$ cat config.mk
export PLATFORM = sky130hd
export DESIGN_NAME = mblk_scan_reader
export DESIGN_NICKNAME = d
export VERILOG_FILES = /design/src/rtl/mblk_scan_reader_pkg.sv /design/src/rtl/mblk_scan_reader_counter.sv /design/src/rtl/mblk_scan_reader.sv
export SDC_FILE = /design/constraint.sdc
export NUM_CORES = 1
export LEC_CHECK = 0
export BUFFER_PORTS_ARGS = -buffer_cell sky130_fd_sc_hd__buf_2
export CORE_UTILIZATION = 50
export CTS_BUF_LIST = sky130_fd_sc_hd__clkbuf_8
export DETAILED_ROUTE_END_ITERATION = 8
export PLACE_DENSITY = 0.64
export SYNTH_ARGS = -nofsm -noshare
export SYNTH_HDL_FRONTEND = slang
export SYNTH_SLANG_ARGS = --single-unit
$ cat constraint.sdc
create_clock -name iClk -period 6.05 [get_ports iClk]
set_input_delay 1.21 -clock iClk [delete_from_list [all_inputs] [get_ports iClk]]
set_output_delay 1.21 -clock iClk [all_outputs]
set_load 0.02 [all_outputs]
$ cat src/rtl/mblk_scan_reader_pkg.sv
// Shared image-processing types: macroblock type, block-size mapping and the
// macroblock scan reader state encoding.
package mblk_scan_reader_pkg;

    typedef enum logic [1:0] {
        MBLK_NONE = 2'b00,
        MBLK64X64 = 2'b01,
        MBLK32X32 = 2'b10,
        MBLK16X16 = 2'b11
    } teMacroBlockType;

    typedef enum logic [1:0] {
        IDLE  = 2'd0,
        CHECK = 2'd1,
        SCAN  = 2'd2,
        DONE  = 2'd3
    } teMbScanState;

    // Width of the in-block x/y counters (largest block is 64 pixels).
    localparam int MBLK_XY_W = 6;

    function automatic logic [2:0] MBLK_LOG2(input teMacroBlockType eType);
        case (eType)
            MBLK64X64: return 3'd6;
            MBLK32X32: return 3'd5;
            default:   return 3'd4;
        endcase
    endfunction

endpackage

$ cat src/rtl/mblk_scan_reader_counter.sv
// Nested macroblock scan counters (x, y inside a block, then block column,
// then block row) with last-value wrap flags.
module mblk_scan_counter
    import mblk_scan_reader_pkg::*;
#(
    parameter int DIM_W = 12
) (
    input  logic             iClk,
    input  logic             iRst,
    input  logic             iClr,
    input  logic             iAdv,
    input  logic [2:0]       iLog2N,
    input  logic [DIM_W-1:0] iLastCol,
    input  logic [DIM_W-1:0] iLastRow,
    output logic             oMbFirst,
    output logic             oXWrap,
    output logic             oYWrap,
    output logic             oColWrap,
    output logic             oRowWrap
);

    logic [MBLK_XY_W-1:0] x_q, x_d, y_q, y_d, n_m1;
    logic [DIM_W-1:0]     col_q, col_d, row_q, row_d;
    logic                 x_wrap, y_wrap, col_wrap, row_wrap;

    // N-1; for N=64 the shift overflows to 0 and the subtraction yields 63.
    assign n_m1     = (MBLK_XY_W'(1) << iLog2N) - MBLK_XY_W'(1);
    assign x_wrap   = (x_q == n_m1);
    assign y_wrap   = (y_q == n_m1);
    assign col_wrap = (col_q == iLastCol);
    assign row_wrap = (row_q == iLastRow);

    assign oMbFirst = (x_q == '0) && (y_q == '0);
    assign oXWrap   = x_wrap;
    assign oYWrap   = y_wrap;
    assign oColWrap = col_wrap;
    assign oRowWrap = row_wrap;

    always_comb begin
        x_d   = x_q;
        y_d   = y_q;
        col_d = col_q;
        row_d = row_q;
        if (iClr) begin
            x_d   = '0;
            y_d   = '0;
            col_d = '0;
            row_d = '0;
        end else if (iAdv) begin
            x_d = x_wrap ? '0 : x_q + MBLK_XY_W'(1);
            if (x_wrap) begin
                y_d = y_wrap ? '0 : y_q + MBLK_XY_W'(1);
                if (y_wrap) begin
                    col_d = col_wrap ? '0 : col_q + DIM_W'(1);
                    if (col_wrap) begin
                        row_d = row_wrap ? '0 : row_q + DIM_W'(1);
                    end
                end
            end
        end
    end

    always_ff @(posedge iClk or posedge iRst) begin
        if (iRst) begin
            x_q   <= '0;
            y_q   <= '0;
            col_q <= '0;
            row_q <= '0;
        end else begin
            x_q   <= x_d;
            y_q   <= y_d;
            col_q <= col_d;
            row_q <= row_d;
        end
    end

endmodule

$ cat src/rtl/mblk_scan_reader.sv
// Macroblock-order frame-buffer read address sequencer.
// Optional configuration check state enabled by MBLK_SCAN_CFGCHK_EN.
module mblk_scan_reader
    import mblk_scan_reader_pkg::*;
#(
    parameter int ADDR_W = 22,
    parameter int DIM_W  = 12
) (
    input  logic              iClk,
    input  logic              iRst,
    input  logic              iStart,
    input  logic [1:0]        ieMbType,
    input  logic [DIM_W-1:0]  iFrameWidth,
    input  logic [DIM_W-1:0]  iFrameHeight,
    input  logic [ADDR_W-1:0] iBaseAddr,
    output logic [ADDR_W-1:0] oAddr,
    output logic              oAddrValid,
    input  logic              iAddrReady,
    output logic              oMbFirst,
    output logic              oMbLast,
    output logic              oFrameLast,
    output logic              oBusy,
    output logic              oDone,
    output logic              oErr
);

    // Handshake: oAddr and its flags are offered while oAddrValid is high and
    // are held unchanged until a cycle with iAddrReady high consumes them.

    teMbScanState    state_q, state_d;
    teMacroBlockType type_q, type_d;
    logic [DIM_W-1:0]  width_q, width_d, height_q, height_d;
    logic [ADDR_W-1:0] band_q, band_d, blk_q, blk_d, line_q, line_d, addr_q, addr_d;

    logic [2:0]        log2n;
    logic [ADDR_W-1:0] w_addr, n_addr, band_step, next_line, next_blk, next_band;
    logic [DIM_W-1:0]  last_col, last_row;
    logic              start_acc, xfer, scanning;
    logic              mb_first, x_wrap, y_wrap, col_wrap, row_wrap, frame_last;

    assign log2n     = MBLK_LOG2(type_q);
    assign w_addr    = ADDR_W'(width_q);
    assign n_addr    = ADDR_W'(1) << log2n;
    assign band_step = w_addr << log2n;
    assign last_col  = (width_q >> log2n) - DIM_W'(1);
    assign last_row  = (height_q >> log2n) - DIM_W'(1);

    // Pointers: band = first pixel of the block row, blk = block origin,
    // line = start of the current line inside the block.
    assign next_line = line_q + w_addr;
    assign next_blk  = blk_q + n_addr;
    assign next_band = band_q + band_step;

    assign scanning   = (state_q == SCAN);
    assign start_acc  = (state_q == IDLE) && iStart;
    assign xfer       = scanning && iAddrReady;
    assign frame_last = x_wrap && y_wrap && col_wrap && row_wrap;

    mblk_scan_counter #(.DIM_W(DIM_W)) u_cnt (
        .iClk     (iClk),
        .iRst     (iRst),
        .iClr     (start_acc),
        .iAdv     (xfer),
        .iLog2N   (log2n),
        .iLastCol (last_col),
        .iLastRow (last_row),
        .oMbFirst (mb_first),
        .oXWrap   (x_wrap),
        .oYWrap   (y_wrap),
        .oColWrap (col_wrap),
        .oRowWrap (row_wrap)
    );

`ifdef MBLK_SCAN_CFGCHK_EN
    logic             err_q, err_d, cfg_ok;
    logic [DIM_W-1:0] blk_mask;

    assign blk_mask = (DIM_W'(1) << log2n) - DIM_W'(1);
    assign cfg_ok   = (type_q != MBLK_NONE) && (width_q != '0) && (height_q != '0) &&
                      ((width_q & blk_mask) == '0) && ((height_q & blk_mask) == '0);
    assign oErr     = err_q;
`else
    assign oErr     = 1'b0;
`endif

    always_comb begin
        state_d = state_q;
`ifdef MBLK_SCAN_CFGCHK_EN
        err_d   = err_q;
`endif
        case (state_q)
            IDLE: begin
                if (iStart) begin
`ifdef MBLK_SCAN_CFGCHK_EN
                    state_d = CHECK;
                    err_d   = 1'b0;
`else
                    state_d = SCAN;
`endif
                end
            end
`ifdef MBLK_SCAN_CFGCHK_EN
            CHECK: begin
                state_d = cfg_ok ? SCAN : IDLE;
                err_d   = !cfg_ok;
            end
`endif
            SCAN:    if (xfer && frame_last) state_d = DONE;
            DONE:    state_d = IDLE;
            default: state_d = IDLE;
        endcase
    end

    always_comb begin
        type_d   = type_q;
        width_d  = width_q;
        height_d = height_q;
        band_d   = band_q;
        blk_d    = blk_q;
        line_d   = line_q;
        addr_d   = addr_q;
        if (start_acc) begin
            type_d   = teMacroBlockType'(ieMbType);
            width_d  = iFrameWidth;
            height_d = iFrameHeight;
            band_d   = iBaseAddr;
            blk_d    = iBaseAddr;
            line_d   = iBaseAddr;
            addr_d   = iBaseAddr;
        end else if (xfer) begin
            if (!x_wrap) begin
                addr_d = addr_q + ADDR_W'(1);
            end else if (!y_wrap) begin
                line_d = next_line;
                addr_d = next_line;
            end else if (!col_wrap) begin
                blk_d  = next_blk;
                line_d = next_blk;
                addr_d = next_blk;
            end else begin
                band_d = next_band;
                blk_d  = next_band;
                line_d = next_band;
                addr_d = next_band;
            end
        end
    end

    always_ff @(posedge iClk or posedge iRst) begin
        if (iRst) begin
            state_q  <= IDLE;
            type_q   <= MBLK_NONE;
            width_q  <= '0;
            height_q <= '0;
            band_q   <= '0;
            blk_q    <= '0;
            line_q   <= '0;
            addr_q   <= '0;
        end else begin
            state_q  <= state_d;
            type_q   <= type_d;
            width_q  <= width_d;
            height_q <= height_d;
            band_q   <= band_d;
            blk_q    <= blk_d;
            line_q   <= line_d;
            addr_q   <= addr_d;
        end
    end

`ifdef MBLK_SCAN_CFGCHK_EN
    always_ff @(posedge iClk or posedge iRst) begin
        if (iRst) err_q <= 1'b0;
        else      err_q <= err_d;
    end
`endif

    assign oAddr      = addr_q;
    assign oAddrValid = scanning;
    assign oMbFirst   = scanning && mb_first;
    assign oMbLast    = scanning && x_wrap && y_wrap;
    assign oFrameLast = scanning && frame_last;
    assign oBusy      = (state_q != IDLE);
    assign oDone      = (state_q == DONE);

endmodule
# Word-level counts from Yosys, hierarchy flattened
# Index checks and enable logic that the tools add are counted.
# W data, S select, Z words.
dict set report totals {
  ff_bits 152
  output_inout_bits 29
}
dict set report classes {
  n_reduce_logical 23
  n_mux 39
  n_eq_ne 10
  shifts 5
  n_addsub 11
}
# op count
set ops {}
lappend ops {{$mux W22} 17}
lappend ops {{$mux W12} 11}
lappend ops {{$add A22 B22 Y22} 2}
lappend ops {{$mux W6} 7}
lappend ops {{$add A12 B1 Y12 const B} 2}
lappend ops {{$eq A12 B12 Y1} 2}
lappend ops {{$shr A12 B3 Y12} 2}
lappend ops {{$sub A12 B1 Y12 const B} 2}
lappend ops {{$add A22 B1 Y22 const B} 1}
lappend ops {{$add A22 B12 Y22} 1}
lappend ops {{$shl A1 B3 Y22 const A} 1}
lappend ops {{$shl A12 B3 Y22} 1}
lappend ops {{$add A6 B1 Y6 const B} 2}
lappend ops {{$eq A6 B6 Y1} 2}
lappend ops {{$logic_not A6 Y1} 2}
lappend ops {{$logic_and A1 B1 Y1} 11}
lappend ops {{$reduce_bool A2 Y1} 5}
lappend ops {{$pmux W2 S2} 2}
lappend ops {{$eq A2 B2 Y1 const B} 3}
lappend ops {{$shl A1 B3 Y6 const A} 1}
lappend ops {{$sub A6 B2 Y6 const B} 1}
lappend ops {{$mux W2} 2}
lappend ops {{$reduce_and A2 Y1} 2}
lappend ops {{$reduce_and A4 Y1} 1}
lappend ops {{5 further kinds} 5}

# Logic depth before layout (Yosys ltp)
# Gate-level depths: netlist (run 1).
dict set report depth {
  depth_word 11
  ltp_mapped 20
  mapped_depth_nobuf 16
}

# Hierarchy
# A second synthesis (run 1) with hierarchy kept.
dict set report hier_totals {
  hier_cells 1372
  area_unflattened_um2 11237.0
}
# mod instances cells_each seq_area_each_um2 area_per_inst_um2
set by_module_without_submodules {}
lappend by_module_without_submodules {mblk_scan_reader 1 1068 2802.7 8599.5}
lappend by_module_without_submodules {mblk_scan_counter 1 304 900.9 2637.5}

# Worst setup path before layout (run 1)
# OpenSTA, ideal clock, no wires.
dict set report synth_timing {
  path_type {reg2out}
  from {register type_q[1]}
  to {output oFrameLast}
  t_arrival_ns 3.791
  required_time_ns 4.840
  setup_slack_ns 1.049
  path_stages_with_launch 17
  cell_sequence {dfrtp_1 inv_1 ha_1 buf_4 buf_4 buf_2 clkbuf_1 o31ai_1 ha_1 nor3b_2 a2111oi_1 a41oi_1 nor4b_4 nand3_2 buf_6 buf_2 nor3_1}
}
dict set report synth_via {
  elab_chain_cells 9
}
# element line_no
set synth_rtl {}
lappend synth_rtl {{start: declaration} mblk_scan_reader.sv:31} ;# teMacroBlockType type_q, type_d;
lappend synth_rtl {{start signal: assignment} mblk_scan_reader.sv:161} ;# type_q <= type_d;
lappend synth_rtl {{$eq A2 B2 Y1 or $eq A2 B1 Y1 (tied branches)} mblk_scan_reader_pkg.sv:23} ;# case (eType)
lappend synth_rtl {{$pmux W2 S2 *} mblk_scan_reader_pkg.sv:23}
lappend synth_rtl {{branches (longest 5 deep; another with $sub A12 B1 Y12)} n/a}
lappend synth_rtl {{$logic_and A1 B1 Y1 *} mblk_scan_reader.sv:57} ;# assign frame_last = x_wrap && y_wrap && col_wrap && row_wrap;
lappend synth_rtl {{$logic_and A1 B1 Y1 *} mblk_scan_reader.sv:182} ;# assign oFrameLast = scanning && frame_last;
lappend synth_rtl {{end: declaration} mblk_scan_reader.sv:21} ;# output logic oFrameLast,
# Mark *: on every way between the ends.

# Worst setup path after layout (run 1)
dict set report layout_timing {
  from {register type_q[0]}
  to {output oFrameLast}
}
# Same word-level chain as after synthesis.

==> results of run 1 <==
==> metal layers <==
metal,GRT usage,vias to the layer above
met5,0,-
li1,-,4820
met4,0.0732,0
met3,0.0436,31
met1,0.421,4873
met2,0.461,311
==> worst paths after layout <==
path / start / endpoint / slack [ns] / cells after the start
max: type_q[0] / oFrameLast / 0.76 / 14
min: band_q[14] / band_q[14] / 0.50 / 2
max reg2reg: type_q[0] / blk_q[3] / 1.30 / 17
min reg2reg: band_q[14] / band_q[14] / 0.50 / 2
max in group asynchronous: iRst / band_q[11] / 3.89 / 3
min in group asynchronous: iRst / band_q[18] / 0.96 / 2
==> worst reg2reg max path: stages (launching register included) <==
cell and delay, ns:
dfrtp_1 0.41, inv_1 0.11, ha_1 0.41, buf_4 0.32, nand2_1 0.12, nand3_1 0.11
o31ai_1 0.09, ha_1 0.23, nor3b_2 0.18, a2111oi_1 0.38, a41oi_1 0.13, nor4b_4 0.40
nand3_2 0.18, buf_4 0.30, a21oi_2 0.67, buf_4 0.36, nor2_1 0.07, nor3_1 0.19
==> final cells by class <==
class | instances | area (sq um)
Clock buffer | 18 | 248
Inverter | 37 | 144
Fill cell | 2011 | 9400
Tap cell | 275 | 344
Clock inverter | 13 | 115
Timing Repair Buffer | 96 | 533
Multi-Input combinational cell | 1045 | 6800
Sequential cell | 148 | 3700
==> synth_stat cells, types with 7 or more instances <==
| library cell | instances |
|---|---|
| nand2_1 | 176 |
| dfrtp_1 | 148 |
| nor2_1 | 111 |
| o21ai_0 | 84 |
| a21oi_1 | 80 |
| nand3_1 | 52 |
| ha_1 | 44 |
| clkbuf_1 | 43 |
| xnor2_1 | 42 |
| xor2_1 | 38 |
| inv_1 | 37 |
| mux2i_1 | 37 |
| nor3_1 | 26 |
| a31oi_1 | 25 |
| and3_1 | 24 |
| a21o_1 | 22 |
| o31ai_1 | 18 |
| nand4_1 | 17 |
| or3_1 | 15 |
| a211oi_1 | 13 |
| a22o_1 | 13 |
| and2_1 | 13 |
| nand2b_1 | 13 |
| nor2b_1 | 12 |
| o211ai_1 | 12 |
| o21a_1 | 12 |
| mux4_2 | 10 |
| o22ai_1 | 10 |
| or2_2 | 9 |
| buf_6 | 7 |
| mux2_2 | 7 |
| o22a_1 | 7 |
==> power groups by stage <==
stage / Sequential [mW] / Combinational, mW / Clock, mW
final: 1.55 / 2.45 / 0.751
after global routing: 1.59 / 2.71 / 0.797
after CTS: 1.55 / 2.43 / 0.765
after detailed placement: 1.56 / 2.41 / 0
after global placement: 1.55 / 2.37 / 0
after floorplan: 1.52 / 1.88 / 0
==> cell families (layout without fill, tap and decap cells) <==
group	Yosys count	count (layout)	share of synthesized area
compound gates	366	366	0.219
xor+xnor	80	80	0.0639
fa+ha+maj	47	47	0.0557
buf+inv	103	164	0.0425
flops	148	148	0.338
mux	57	57	0.0660
other cells	1	1	0.000342
simple gates	494	494	0.214
==> registers in the layout, summed over array words and instances, names as in the netlist <==
register     count
width_q         12
type_q           2
line_q          22
state_q          2
blk_q           22
height_q         8
u_cnt.x_q        6
u_cnt.y_q        6
band_q          22
u_cnt.row_q     12
u_cnt.col_q     12
oAddr           22
==> stage by stage <==
step	instances	power (mW)	utilization	hold WS, ns	area (sq um)
final	1632	4.76	0.559	0.500	11900
after global routing	1632	5.10	0.559	0.520	11900
after detailed placement	1601	3.98	0.541	0.482	11500
after floorplan	1296	3.40	-	0.441	11000
after global placement	1601	3.92	0.541	0.466	11500
after CTS	1632	4.74	0.559	0.501	11900
==> flow_summary.yaml, run 1 <==
run_status:
  status: "finished, final reports clean"
worst_hold_path:
  hp-class: "reg2reg"
synthesis:
  syn_area_per_cell_sq_um: 8.46
  synthTopCellsByArea: "dfrtp_1 (34%), nand2_1 (6.0%), ha_1 (5.0%)"
  yosysWarnings: 0
  synth_top_area_cell: "dfrtp_1"
  syn-num-nets: 1395
  seq_area_frac_synth: 0.338
  synth_top_area_frac: 0.338
  synth_edf_count: 0
  synth_flop_cell: "dfrtp_1"
  async_reset_ff_frac: 1.00
  synthCells: 1296
  syn_area_sq_mm: 0.0110
  ys_types: 84
  ys_ff_latch: 148
worst_setup_path:
  cp_common_cell: "ha_1"
  worstPathCellList: "inv_1 -> ha_1 -> buf_4 -> nand2_1 -> nand3_1 -> o31ai_1 -> ha_1 -> nor3b_2 -> a2111oi_1 -> a41oi_1 -> nor4b_4 -> nand3_2 -> nor3_1 -> buf_2"
  worstPathArrival_ns: 4.08
  required_ns: 4.84
  crit_buf_inv: 3
  cp-end-kind: "primary output"
  critPathMaxFanout: 17
  critical_path_class: "reg2out"
  cpMaxStageDelayCell: "dfrtp_1"
  critPathLaunchType: "flop"
  critical_path.top_delay_family: "simple AND/OR/NAND/NOR gates"
  critPathMaxStageDelay_ns: 0.41
floorplanning:
  io_pins: 81
  initial_utilization: 0.515
  die_h_um: 150
  fp-row-count: 53
  die_area_sq_mm: 0.0225
  die_w_um: 150
  fp.coreArea_sq_mm: 0.0213
sta:
  finClkSkew_ns: 0.0221
  period_share: 0.875
  tightest_slew_ns: 0.994
  post-route-worst-setup-slack_ns: 0.758
  relSlewSlack: 0.335
  finalHoldViolCount: 0
  finalCriticalPeriod_ns: 5.29
  fin_setup_tns_ns: 0
  rsz0062_at_grt: "no"
  setup-violations-final: 0
  drv_slew: 0
  fmax_mhz: 189
finish:
  final_common_cell: "nand2_1"
  synthToLayoutAreaGrowth_pct: 8.47
  nNetsFinal: 1444
  drive_above_1_share: 0.126
  antenna_cells: 0
  mostFrequentLayoutCells: "nand2_1 (175), dfrtp_1 (148), nor2_1 (111)"
placement:
  place_ws_ns: 1.27
  hpwl_mm: 23.2
  portBuffers: 75
  place_congestion: 0.903
clocking:
  clk_latency_ns: 0.48
  hold_buffers: 0
  cts_tree: "yes"
  cts.repair.resized: 0
  postCtsSetupRepairBufs: 0
  cts_sinks: 148
  numCtsBuffers: 17
  clockBufferDepth: 2
  cts_root_buf: "clkbuf_8"
  clkTransAtPathRegs_ns: 0.09
  htree_levels: 4
global_routing:
  grt_use_total: 0.293
  grt_pass1_wl_mm: 50.4
  grt_pass1_vias: 8947
  antenna_found_initial: 0
  grt_max_degree: 105
  grt_remaining_overflow: 0
power_and_ir_drop:
  p_comb_frac: 0.516
  power_frac_seq: 0.326
  p_sw_frac: 0.455
  p_per_area_mw_per_mm2: 400
  vdd_drop_max_uv: 208
  clock_power_share: 0.158
  leakagePower_nw: 5.31
  internal-power_mw: 2.59
  net-switching-power_mw: 2.17
route:
  wl_met3_mm: 1.90
  route.met2.wl_mm: 14.7
  num_vias: 10000
  first_iter_violations: 686
  vias_per_cell: 6.15
  drt-wirelength-per-cell_um: 19.8
  drc: 0
  ant_nets: 0
  routed_wl_mm: 32.2
  first_pass_iters: 5
  wl_met1_mm: 15.2
  dr.max_layer_used: "met4"
job:
  drv_cap: 0
Power figures use the tool's default switching activity.
==> run 2: changes to the inputs <==
--- a/config.mk
+++ b/config.mk
@@ -5,6 +5,7 @@
 export SDC_FILE = /design/constraint.sdc
 export NUM_CORES = 1
 export LEC_CHECK = 0
+export ABC_AREA = 1
 export BUFFER_PORTS_ARGS = -buffer_cell sky130_fd_sc_hd__buf_2
 export CORE_UTILIZATION = 50
 export CTS_BUF_LIST = sky130_fd_sc_hd__clkbuf_8
==> flow_summary.yaml, run 2 <==
run_status:
  status: "finished, final reports clean"
worst_setup_path:
  critPathMaxStageDelay_ns: 0.51
  reg2regPathDepth: 20
  worst-path-stages: 16
  cp-end-kind: "primary output"
  critPathMaxFanout: 15
  worstPathArrival_ns: 3.88
  critical_path_class: "reg2out"
  crit_end: "oFrameLast"
  cp-startpoint: "type_q[0]"
  critPathLaunchType: "flop"
  crit_buf_inv: 5
  timing.rr.start: "type_q[0]"
  worstPathCellList: "inv_1 -> ha_1 -> inv_2 -> nand2_1 -> nand3_1 -> nand2_1 -> inv_1 -> ha_1 -> xor2_1 -> nand3_1 -> a2111oi_0 -> nand4_1 -> nor2_1 -> nand3_1 -> inv_1 -> buf_2"
  critical_path.top_delay_family: "simple AND/OR/NAND/NOR gates"
  reg2reg_slack_ns: 1.35
  required_ns: 4.84
  rr_endpoint: "u_cnt.row_q[4]"
  cpMaxStageDelayCell: "ha_1"
synthesis:
  syn_area_sq_mm: 0.0112
  ys_ff_latch: 148
  syn_area_per_cell_sq_um: 6.77
  yosysWarnings: 0
  synth_top_area_frac: 0.330
  synth_edf_count: 0
  ys_types: 51
  seq_area_frac_synth: 0.330
  synth_flop_cell: "dfrtp_1"
  synthTopCellsByArea: "dfrtp_1 (33%), nand2_1 (17%), nand3_1 (6.3%)"
  synth_top_area_cell: "dfrtp_1"
  synth_most_common_cell: "nand2_1"
  async_reset_ff_frac: 1.00
  ys_top_cells_by_count: "nand2_1 (503), inv_1 (183), dfrtp_1 (148), nand3_1 (142), nor2_1 (141)"
  synthCells: 1659
  syn-num-nets: 1758
floorplanning:
  fp-row-count: 54
  initial_utilization: 0.513
  die_area_sq_mm: 0.0231
  die_w_um: 152
  die_h_um: 152
  fp.coreArea_sq_mm: 0.0219
  io_pins: 81
finish:
  antenna_cells: 0
  mostFrequentLayoutCells: "nand2_1 (502), inv_1 (182), dfrtp_1 (148)"
  synthToLayoutAreaGrowth_pct: 8.96
  final_common_cell: "nand2_1"
  nNetsFinal: 1807
  drive_above_1_share: 0.0977
sta:
  relSlewSlack: 0.305
  period_share: 0.841
  rsz0062_at_grt: "no"
  fin_setup_tns_ns: 0
  finalHoldViolCount: 0
  fmax_mhz: 197
  finClkSkew_ns: 0.0254
  hold_ws_ns: 0.490
  finalCriticalPeriod_ns: 5.09
  drv_slew: 0
  setup-violations-final: 0
  tightest_slew_ns: 1.04
power_and_ir_drop:
  vdd_drop_max_uv: 198
  p_comb_frac: 0.364
  leakagePower_nw: 6.57
  internal-power_mw: 2.14
  p_sw_frac: 0.393
  power_frac_seq: 0.370
  clock_power_share: 0.267
  p_per_area_mw_per_mm2: 289
  net-switching-power_mw: 1.39
route:
  first_iter_violations: 648
  ant_nets: 0
  drc: 0
  vias_per_cell: 5.44
  num_vias: 10900
  routed_wl_mm: 30.9
  first_pass_iters: 5
  drt-wirelength-per-cell_um: 15.5
clocking:
  clk_latency_ns: 0.47
  clockBufferDepth: 2
  clkTransAtPathRegs_ns: 0.08
  hold_buffers: 0
  cts_sinks: 148
  htree_levels: 4
  cts_tree: "yes"
  numCtsBuffers: 17
  postCtsSetupRepairBufs: 0
  cts_root_buf: "clkbuf_8"
  cts.repair.resized: 0
global_routing:
  grt_use_total: 0.274
  grt_pass1_wl_mm: 51.0
  grt_max_degree: 107
  grt_pass1_vias: 10200
  antenna_found_initial: 0
  grt_remaining_overflow: 0
placement:
  place_congestion: 0.912
  portBuffers: 75
  hpwl_mm: 22.7
worst_hold_path:
  hp-class: "reg2reg"
job:
  drv_cap: 0
==> run 2: per-layer routing <==
layer | share of wire | vias to the layer above | global-route usage
met5 | 0 | - | 0
met3 | 0.054 | 35 | 0.0402
met2 | 0.46 | 277 | 0.451
met1 | 0.47 | 5069 | 0.379
met4 | 0.015 | 0 | 0.0700
li1 | - | 5505 | -
==> run 2: cell type report <==
type,instances,area [sq um]
Sequential cell,148,3700
Multi-Input combinational cell,1263,6530
Clock buffer,18,248
Timing Repair Buffer,84,443
Clock inverter,13,223
Tap cell,280,350
Fill cell,2189,9660
Inverter,194,736
==> run 2: worst reg2reg max path: cells and delay by family, from the launching register on <==
family | cells | cell delay (ns)
xor gates and xnor gates | 1 | 0.14
AOI/OAI and AO/OA | 1 | 0.18
and+or+nand+nor | 12 | 2.12
adders and majority gates | 2 | 0.82
buffers and inverters | 4 | 0.92
DFF | 1 | 0.40
==> run 2: cells by family (layout without fill, tap and decap cells) <==
logic type                 count (synthesis)  in the layout  synth area share
and+or+nand+nor                          873            873             0.334
adders and majority gates                 47             47            0.0544
xor gates and xnor gates                  73             73            0.0570
AOI/OAI and AO/OA                        268            268             0.135
DFF                                      148            148             0.330
other                                      1              1          0.000334
muxes                                      1              1          0.000892
buffers and inverters                    248            309            0.0887
==> run 2: worst min path at each step <==
stage	from	cells past startpoint	slack [ns]	endpoint
global placement	band_q[1]	2	0.47	band_q[1]
finish	height_q[4]	2	0.49	height_q[4]
global route	band_q[0]	2	0.51	band_q[0]
CTS	band_q[1]	2	0.49	band_q[1]
detailed placement	band_q[1]	2	0.47	band_q[1]
floorplan	band_q[0]	2	0.44	band_q[0]
==> run 2: power groups by stage <==
| stage | clock network, mW | registers, mW | logic (mW) |
|---|---|---|---|
| global route | 1.00 | 1.33 | 1.48 |
| detailed placement | 0 | 1.32 | 1.28 |
| global placement | 0 | 1.32 | 1.26 |
| floorplan | 0 | 1.37 | 0.916 |
| finish | 0.941 | 1.31 | 1.29 |
| CTS | 0.961 | 1.30 | 1.28 |
==> run 2: metrics by stage <==
| stage | setup WS [ns] | utilization | instances | total power [mW] | instance area (sq um) |
|---|---|---|---|---|---|
| after floorplan | 0.860 | - | 1659 | 2.29 | 11200 |
| after global placement | 1.43 | 0.537 | 1969 | 2.58 | 11800 |
| after detailed placement | 1.35 | 0.537 | 1969 | 2.60 | 11800 |
| after CTS | 0.898 | 0.559 | 2000 | 3.55 | 12200 |
| after global routing | 0.394 | 0.559 | 2000 | 3.81 | 12200 |
| final | 0.962 | 0.559 | 2000 | 3.53 | 12200 |
==> run 3: changes to the inputs <==
--- a/config.mk
+++ b/config.mk
@@ -10,7 +10,7 @@
 export CORE_UTILIZATION = 50
 export CTS_BUF_LIST = sky130_fd_sc_hd__clkbuf_8
 export DETAILED_ROUTE_END_ITERATION = 8
-export PLACE_DENSITY = 0.64
+export PLACE_DENSITY = 0.67
 export SYNTH_ARGS = -nofsm -noshare
 export SYNTH_HDL_FRONTEND = slang
 export SYNTH_SLANG_ARGS = --single-unit
==> constraint.sdc (replaced) <==
create_clock -name iClk -period 4.3 [get_ports iClk]
set_input_delay 0.86 -clock iClk [delete_from_list [all_inputs] [get_ports iClk]]
set_output_delay 0.86 -clock iClk [all_outputs]
set_load 0.02 [all_outputs]
==> flow_summary.yaml, run 3 (same netlist as run 2, synthesis figures left out) <==
finish:
  fin_area_sq_mm: 0.0124
  antenna_cells: 0
  final_common_cell: "nand2_1"
  synthToLayoutAreaGrowth_pct: 10.6
  multiInputGateArea_sq_mm: 0.00660
  n_fill_cell: 2153
  nNetsFinal: 1825
  final_util: 0.567
  drive_above_1_share: 0.114
  mostFrequentLayoutCells: "nand2_1 (501), inv_1 (180), dfrtp_1 (147)"
  regArea_sq_mm: 0.00370
worst_setup_path:
  critical_path.top_delay_family: "simple AND/OR/NAND/NOR gates"
  critPathMaxStageDelay_ns: 0.45
  worstPathCellList: "inv_2 -> ha_4 -> inv_4 -> nand2_1 -> nand2_1 -> o21ai_2 -> ha_1 -> nand3_2 -> nor2_1 -> xor2_1 -> nand3_1 -> nor2_1 -> nand4_1 -> nor2_2 -> nand3_1 -> inv_1 -> buf_2"
  critical_path_class: "reg2out"
  crit_buf_inv: 4
  critPathLaunchType: "flop"
  timing.rr.start: "type_q[1]"
  cp-end-kind: "primary output"
  worstPathArrival_ns: 3.18
  critPathMaxFanout: 13
  cpMaxStageDelayCell: "dfrtp_2"
  required_ns: 3.44
  reg2regPathDepth: 17
  reg2reg_slack_ns: 0.61
  worst-path-stages: 17
  cp-startpoint: "type_q[0]"
worst_hold_path:
  min_from: "band_q[1]"
  hold_depth: 2
  hp-class: "reg2reg"
placement:
  place_congestion: 0.882
  hpwl_mm: 23.5
  portBuffers: 75
  dpl_cell_area_sq_mm: 0.0119
route:
  first_pass_iters: 5
  num_vias: 10900
  first_iter_violations: 752
  vias_per_cell: 5.41
  drt-wirelength-per-cell_um: 15.6
  ant_nets: 0
  drc: 0
  routed_wl_mm: 31.5
power_and_ir_drop:
  p_per_area_mw_per_mm2: 390
  leakagePower_nw: 6.63
  vdd_drop_max_uv: 294
sta:
  fmax_mhz: 248
  finalCriticalPeriod_ns: 4.04
  tightest_slew_ns: 0.916
  period_share: 0.939
  finClkSkew_ns: 0.0252
  finalHoldViolCount: 0
  relSlewSlack: 0.388
  drv_slew: 0
  setup-violations-final: 0
clocking:
  clkTransAtPathRegs_ns: 0.09
  clk_latency_ns: 0.47
  numCtsBuffers: 17
  htree_levels: 4
  cts_sinks: 148
  clockBufferDepth: 2
  hold_buffers: 0
  cts_tree: "yes"
  cts_root_buf: "clkbuf_8"
floorplanning:
  initial_utilization: 0.513
  die_h_um: 152
  fp.coreArea_sq_mm: 0.0219
  die_area_sq_mm: 0.0231
  die_w_um: 152
  io_pins: 81
  fp-row-count: 54
global_routing:
  grt_pass1_wl_mm: 51.6
  antenna_found_initial: 0
  grt_pass1_vias: 10300
  grt_remaining_overflow: 0
  grt_max_degree: 82
  grt_use_total: 0.276
job:
  drv_cap: 0
run_status:
  status: "finished, final reports clean"
run 3: cell types whose count changed in the layout (fill, tap and decap cells not counted), moves of 3 or more:
cell,before,now
ha_4,0,3
buf_4,9,23
ha_1,44,41
clkinvlp_4,0,5
bufinv_16,5,2
run 3: what timing repair did:
item | CTS | global route
gates resized for setup | 3 | 20
setup buffers | 0 | 4
setup endpoints to repair | 1 | 1
pin swaps | 0 | 3
run 3: final cells by class:
cell class	instances	area share
clock buffers	19	0.0211
clock inverters	13	0.0118
inverters	194	0.0598
multi-input cells	1263	0.532
flip-flops and latches	148	0.298
well taps	280	0.0282
repair buffers	102	0.0492
run 3: final timing paths:
kind / endpoint
worst min register to register: band_q[1]
worst min-delay path: band_q[1]
worst max-delay path: oFrameLast
max in group asynchronous: u_cnt.y_q[4]
min in group asynchronous: oAddr[5]
worst max register to register: u_cnt.col_q[11]
run 3: power by group:
part | switching, mW | total [mW] | leakage (nW) | internal [mW]
sequential | 0.213 | 1.84 | 1.66 | 1.62
clock | 0.616 | 1.17 | 0.197 | 0.554
combinational | 1.15 | 1.84 | 4.78 | 0.686
run 3: metal layers:
| layer | vias up | GRT usage | routed length [um] |
|---|---|---|---|
| met5 | - | 0 | 0 |
| met4 | 0 | 0.0562 | 284 |
| met3 | 27 | 0.0408 | 1610 |
| met2 | 251 | 0.469 | 14900 |
| met1 | 5130 | 0.374 | 14700 |
| li1 | 5518 | - | - |
run 3: worst reg2reg max path, cell delays in order (launching register included):
cell and delay [ns]:
dfrtp_1 0.46, inv_2 0.12, ha_4 0.17, buf_6 0.18, xnor2_1 0.13, inv_1 0.08
nor4_4 0.20, nor2_1 0.19, nor2_4 0.13, inv_2 0.06, nor2_4 0.64, inv_2 0.40
nor3_2 0.29, nand3_1 0.14, nor2_1 0.18, nand3_1 0.09, nand2_1 0.06, nor2_1 0.05
run 3: through the flow:
stage / TNS [ns] / setup slack, ns / power [mW] / hold WS, ns / instances
3_3_place_gp: 0 / 0.382 / 3.64 / 0.466 / 1983
4_1_cts: 0 / 0.0278 / 4.86 / 0.493 / 2015
3_5_place_dp: 0 / 0.374 / 3.68 / 0.473 / 1983
6_report: 0 / 0.261 / 4.84 / 0.498 / 2019
2_1_floorplan: 0 / 0.903 / 3.22 / 0.444 / 1659
5_1_grt: -0.00597 / -0.00597 / 5.20 / 0.529 / 2019
